### config.mk
export PLATFORM = sky130hd
export DESIGN_NAME = core_ecc_scheduler
export DESIGN_NICKNAME = d
export VERILOG_FILES = /design/src/rtl/core_ecc_pkg.sv /design/src/rtl/core_ecc_scheduler_ecc_unit.sv /design/src/rtl/core_ecc_scheduler.sv
export SDC_FILE = /design/constraint.sdc
export NUM_CORES = 1
export LEC_CHECK = 0
export ABC_AREA = 1
export CAP_MARGIN = 40
export CORE_UTILIZATION = 45
export CTS_BUF_LIST = sky130_fd_sc_hd__clkbuf_16
export CTS_CLUSTER_SIZE = 14
export DETAILED_ROUTE_END_ITERATION = 6
export PLACE_DENSITY_LB_ADDON = 0.15
export SLEW_MARGIN = 30
export SYNTH_ARGS = -nofsm -noshare
export SYNTH_HDL_FRONTEND = slang
export SYNTH_SLANG_ARGS = --single-unit
### constraint.sdc
create_clock -name clk -period 2.2 [get_ports clk]
set_input_delay 0.44 -clock clk [delete_from_list [all_inputs] [get_ports clk]]
set_output_delay 0.44 -clock clk [all_outputs]
set_load 0.05 [all_outputs]
### src/rtl/core_ecc_pkg.sv
// Shared types and Hamming(7,4) helpers for the ECC scheduler.
package core_ecc_pkg;

    typedef enum logic [1:0] {
        IDLE     = 2'd0,
        ENC_HOLD = 2'd1,
        DEC_HOLD = 2'd2
    } state_t;

    localparam logic [1:0] CTRL_NET_DEF = 2'd2;

    // Corrected bucket word plus the syndrome that produced it.
    typedef struct packed {
        logic [7:0] word;
        logic [2:0] syn;
    } corr_t;

    // {data[7:4], addr[3:0]} -> {codeword[10:4], addr[3:0]}
    function automatic logic [10:0] ham_encode(input logic [7:0] w);
        logic [10:0] o;
        o       = '0;
        o[3:0]  = w[3:0];
        o[6]    = w[4];
        o[8]    = w[5];
        o[9]    = w[6];
        o[10]   = w[7];
        o[4]    = o[6] ^ o[8] ^ o[10];
        o[5]    = o[6] ^ o[9] ^ o[10];
        o[7]    = o[8] ^ o[9] ^ o[10];
        return o;
    endfunction

    // Single-bit correction; a double-bit error is miscorrected silently.
    function automatic corr_t ham_correct(input logic [10:0] f);
        logic [6:0] r;
        logic [2:0] s;
        corr_t      c;
        r    = f[10:4];
        s[0] = r[0] ^ r[2] ^ r[4] ^ r[6];
        s[1] = r[1] ^ r[2] ^ r[5] ^ r[6];
        s[2] = r[3] ^ r[4] ^ r[5] ^ r[6];
        if (s != 3'd0)
            r[s - 3'd1] = ~r[s - 3'd1];
        c.word = {r[6], r[5], r[4], r[2], f[3:0]};
        c.syn  = s;
        return c;
    endfunction

endpackage

### src/rtl/core_ecc_scheduler_ecc_unit.sv
// Combinational Hamming engine shared by the encode and decode paths.
module ecc_unit
    import core_ecc_pkg::*;
(
    input  logic [7:0]  enc_in,
    input  logic [10:0] dec_in,
    output logic [10:0] enc_out,
    output logic [7:0]  dec_word,
    output logic [2:0]  dec_syn
);

    corr_t corr;

    // Both directions evaluated every cycle; the top picks what it registers.
    always_comb begin
        enc_out  = ham_encode(enc_in);
        corr     = ham_correct(dec_in);
        dec_word = corr.word;
        dec_syn  = corr.syn;
    end

endmodule

### src/rtl/core_ecc_scheduler.sv
// Arbitrates generator and router traffic onto one shared ECC engine.
module core_ecc_scheduler
    import core_ecc_pkg::*;
#(
    parameter logic [1:0] CTRL_NET = CTRL_NET_DEF,
    parameter int         CNT_W    = 16
) (
    input  logic             clk,
    input  logic             reset,
    input  logic             dg_valid,
    output logic             dg_ready,
    input  logic [7:0]       dg_data,
    input  logic             rt_valid,
    output logic             rt_ready,
    input  logic [10:0]      rt_data,
    output logic             net_valid,
    input  logic             net_ready,
    output logic [10:0]      net_data,
    output logic [1:0]       net_ctrl,
    output logic             db_valid,
    input  logic             db_ready,
    output logic [7:0]       db_data,
    output logic             err_corrected,
    output logic             busy,
    output logic [CNT_W-1:0] enc_count,
    output logic [CNT_W-1:0] dec_count,
    output logic [CNT_W-1:0] corr_count
);

    localparam logic [CNT_W-1:0] CNT_ONE = CNT_W'(1);

    state_t      state, state_nxt;
    logic        pri, pri_nxt;
    logic        dg_hs, rt_hs;
    logic [10:0] enc_flit;
    logic [7:0]  dec_word;
    logic [2:0]  dec_syn;

    ecc_unit u_ecc (
        .enc_in   (dg_data),
        .dec_in   (rt_data),
        .enc_out  (enc_flit),
        .dec_word (dec_word),
        .dec_syn  (dec_syn)
    );

    assign net_valid = (state == ENC_HOLD);
    assign db_valid  = (state == DEC_HOLD);
    assign busy      = (state != IDLE);
    assign dg_hs     = dg_ready;
    assign rt_hs     = rt_ready;

    // Grant/next-state: pri only flips when both sides compete in IDLE.
    always_comb begin
        state_nxt = state;
        pri_nxt   = pri;
        dg_ready  = 1'b0;
        rt_ready  = 1'b0;
        case (state)
            IDLE: begin
                dg_ready = dg_valid && (!rt_valid || !pri);
                rt_ready = rt_valid && (!dg_valid || pri);
                if (dg_valid && rt_valid)
                    pri_nxt = ~pri;
                if (dg_ready)
                    state_nxt = ENC_HOLD;
                else if (rt_ready)
                    state_nxt = DEC_HOLD;
            end
            ENC_HOLD: if (net_ready) state_nxt = IDLE;
            DEC_HOLD: if (db_ready)  state_nxt = IDLE;
            default:  state_nxt = IDLE;
        endcase
    end

    // FSM and priority pointer.
    always_ff @(posedge clk) begin
        if (reset) begin
            state <= IDLE;
            pri   <= 1'b0;
        end else begin
            state <= state_nxt;
            pri   <= pri_nxt;
        end
    end

    // Output registers load only on the input handshake, so they hold under backpressure.
    always_ff @(posedge clk) begin
        if (reset) begin
            net_data      <= '0;
            net_ctrl      <= '0;
            db_data       <= '0;
            err_corrected <= 1'b0;
        end else begin
            if (dg_hs) begin
                net_data <= enc_flit;
                net_ctrl <= CTRL_NET;
            end
            if (rt_hs)
                db_data <= dec_word;
            err_corrected <= rt_hs && (dec_syn != 3'd0);
        end
    end

    // Saturating event counters.
    always_ff @(posedge clk) begin
        if (reset) begin
            enc_count  <= '0;
            dec_count  <= '0;
            corr_count <= '0;
        end else begin
            if (dg_hs && enc_count != '1)
                enc_count <= enc_count + CNT_ONE;
            if (rt_hs && dec_count != '1)
                dec_count <= dec_count + CNT_ONE;
            if (rt_hs && dec_syn != 3'd0 && corr_count != '1)
                corr_count <= corr_count + CNT_ONE;
        end
    end

endmodule

==> results.ini <==
[floorplan]
top_level_ports = 100
die_w_um = 97.6
dieArea_mm2 = 0.00953
std_cell_rows = 34
initial_core_util_pct = 46.7
die_height_um = 97.6
core_area_mm2 = 0.00881

[placed_design]
post_place_instance_area_mm2 = 0.00524
place_ws_ns = -0.598
io_buffer_count = 98
dp_hpwl_mm = 7.25
gp_congestion = 0.828

[routing]
route.final.wire_length_mm = 10.2
drtIter0Drc = 122
remaining_number_of_nets_flagged_by_the_antenna_check_after_routing = 0
route.vias.total = 4143
route.detailed.drc = 14
drt-wirelength-per-cell_um = 12.1
via_to_cell_ratio = 4.93
dr.pass1.iters = 7

[clock_tree]
root_buffer = sky130_fd_sc_hd__clkbuf_16
ctsLongestPathBuffers = 2
cts_max_level = 3
clk_transition_reported_paths_ns = 0.06
cts_hold_repair.buffers = 0
tritoncts = done
cts_sinks = 72
cts_made_buffers = 9
clock_latency_at_the_later_pin_of_the_worst_skew_pair_ns = 0.32

[final_layout]
layout-area-overhead-vs-synth_pct = 37.2
multi_input_comb_area_mm2 = 0.00239
final_core_util_pct = 64.1
layout-drive-gt1-share_pct = 12.0
n_antenna_cell = 0
filler_instances = 797
seqCellArea_mm2 = 0.00144
finalNetCount = 760
stdcell_area_mm2 = 0.00565

[synth]
yosys.cell_count.top_type = sky130_fd_sc_hd__nand2_1
post_synthesis_sequential_element_count = 72
netlist-cell-type-count = 32
ys_top_cells_by_count = 182 x sky130_fd_sc_hd__nand2_1, 109 x sky130_fd_sc_hd__nor2_1, 72 x sky130_fd_sc_hd__dfxtp_1, 55 x sky130_fd_sc_hd__inv_1, 36 x sky130_fd_sc_hd__a21oi_1
post-synth-top-area-cell = sky130_fd_sc_hd__dfxtp_1
synth_nets = 652
synthesis.area_per_instance_um2 = 6.62
synth_sequential_area_ratio_pct = 35.0
synth_async_sr_flop_share_pct = 0
synth_area_leaders = sky130_fd_sc_hd__dfxtp_1 35%, sky130_fd_sc_hd__nand2_1 17%, sky130_fd_sc_hd__nor2_1 9.9%
syn-cell-area_mm2 = 0.00411
synthCells = 621
synth_warnings = 0
synth-main-ff-cell = sky130_fd_sc_hd__dfxtp_1
post_synth_edffs = 0
area_share_of_the_largest_cell_type_after_synthesis_pct = 35.0

[grt]
grt_max_degree = 50
grt_antenna_before_repair = 0
grt-ovfl-total = 0
groute.usage.overall_pct = 21.9
grt_first_pass_wirelength_mm = 17.2
grt_pass1_vias = 3873

[flow_run]
max_cap_viol_count = 0

[timing]
final_hold_viols = 0
fin_crit_sh_pct = 94.9
maxSlewHeadroom_pct = 55.0
tightestPinTransition_ns = 0.674
postLayoutSetupSlackWorst_ns = 0.111
rsz0062_at_grt = no
period_minus_slack_ns = 2.09
setup_viol = 0
max_freq_ghz = 0.479
timing.clock.skew_ns = 0.00587
number_of_max_slew_violations_in_the_final_report = 0

[worst_setup_path]
cp-end-kind = flip-flop
critPathKind = input port to flip-flop
critical_path_required_time_ns = 2.46
worst-endpoint-arrival_ns = 2.35
critical_path.startpoint_type = input port
worstPathMaxFanout = 5

[power_and_ir_drop]
leakagePower_nw = 2.18
power_density_mw_per_mm2 = 686
max-vdd-ir-drop_mv = 0.458

[run_status]
failed_checks = DRC
outcome = complete, but fails checks

[hold_path]
hold_class = flip-flop to flip-flop

## layer usage
layer,routed length (um),up-vias,track usage (%)
met4,175,0,8.28
met3,568,12,5.32
li1,-,2166,-
met5,0,-,0
met1,4650,1853,27.8
met2,4770,112,35.8
## power breakdown
group          internal [mW]  switching [mW]  leakage [nW]  total [mW]
combinational          0.345           0.592          1.44       0.937
sequential              1.36          0.0417         0.585        1.40
clock                  0.982           0.550         0.149        1.53
## worst max-delay path, stage by stage
cell and delay (ns):
sky130_fd_sc_hd__clkdlybuf4s15_1 0.19, sky130_fd_sc_hd__xnor2_1 0.19, sky130_fd_sc_hd__xor2_1 0.18, sky130_fd_sc_hd__ha_1 0.27, sky130_fd_sc_hd__ha_2 0.21, sky130_fd_sc_hd__ha_4 0.17, sky130_fd_sc_hd__inv_4 0.05, sky130_fd_sc_hd__nand2_4 0.05
sky130_fd_sc_hd__nor2_4 0.18, sky130_fd_sc_hd__buf_6 0.14, sky130_fd_sc_hd__nand2_2 0.05, sky130_fd_sc_hd__nand2_1 0.05, sky130_fd_sc_hd__nand2_1 0.05, sky130_fd_sc_hd__nor2_1 0.12
## final cells by class
cell class,instances,share of cell area [%]
multi-input combinational,470,42.3
sequential,72,25.5
timing repair buffer,116,20.1
inverter,60,4.17
clock buffer,9,3.99
tap,108,2.39
clock inverter,6,1.51
## what timing repair did
item	in CTS	in global routing
gates cloned	2	0
setup endpoints to repair	20	7
gates resized for setup	13	13
pin swaps	5	9
buffers inserted	1	0
## cell usage in the layout (no fill, tap or decap), drive strengths merged, types with 2 or more instances in the layout
| cell type | count |
|---|---|
| clkdlybuf4s15 | 2 |
| clkdlybuf4s50 | 89 |
| clkbuf | 9 |
| bufinv | 2 |
| buf | 23 |
| dfxtp | 72 |
| xnor2 | 16 |
| a21oi | 45 |
| nor2 | 118 |
| nand2 | 194 |
| xor2 | 16 |
| ha | 6 |
| o21ai | 31 |
| nand4 | 11 |
| inv | 60 |
| nand3 | 24 |
| clkinv | 3 |
| nor3 | 4 |
| nand3b | 3 |
## worst paths after layout
kind | end | start | depth (start not counted) | slack [ns]
worst min-delay path | db_data[5] | db_data[5] | 2 | 0.48
worst max-delay path | corr_count[8] | rt_data[6] | 14 | 0.11
worst max register to register | enc_count[0] | enc_count[1] | 8 | 0.39
worst min register to register | db_data[5] | db_data[5] | 2 | 0.48
## flip-flops by register name, indices dropped and copies added (netlist names)
signal,flops
corr_count,16
db_data,8
dec_count,16
enc_count,16
err_corrected,1
net_ctrl,1
net_data,11
pri,1
state,2
## cells by family (layout without fill, tap and decap cells)
group / count (synthesis) / count (layout) / synth area share, %
buffers and inverters: 79 / 191 / 8.61
other: 1 / 1 / 0.0912
AND/OR/NAND/NOR: 355 / 355 / 37.3
adder cells (fa/ha/maj): 6 / 6 / 1.82
flip-flops: 72 / 72 / 35.0
AO/OA/AOI/OAI: 76 / 76 / 10.3
XOR/XNOR: 32 / 32 / 6.81
## metrics by stage
step	TNS [ns]	total power [mW]	hold WS, ns	cells
floorplan	-0.0310	2.02	0.474	621
global placement	-9.30	2.28	0.455	823
detailed placement	-11.07	2.30	0.459	823
CTS	0	3.88	0.474	841
global route	0	4.04	0.490	841
finish	0	3.87	0.475	841
Power figures use the tool's default switching activity.
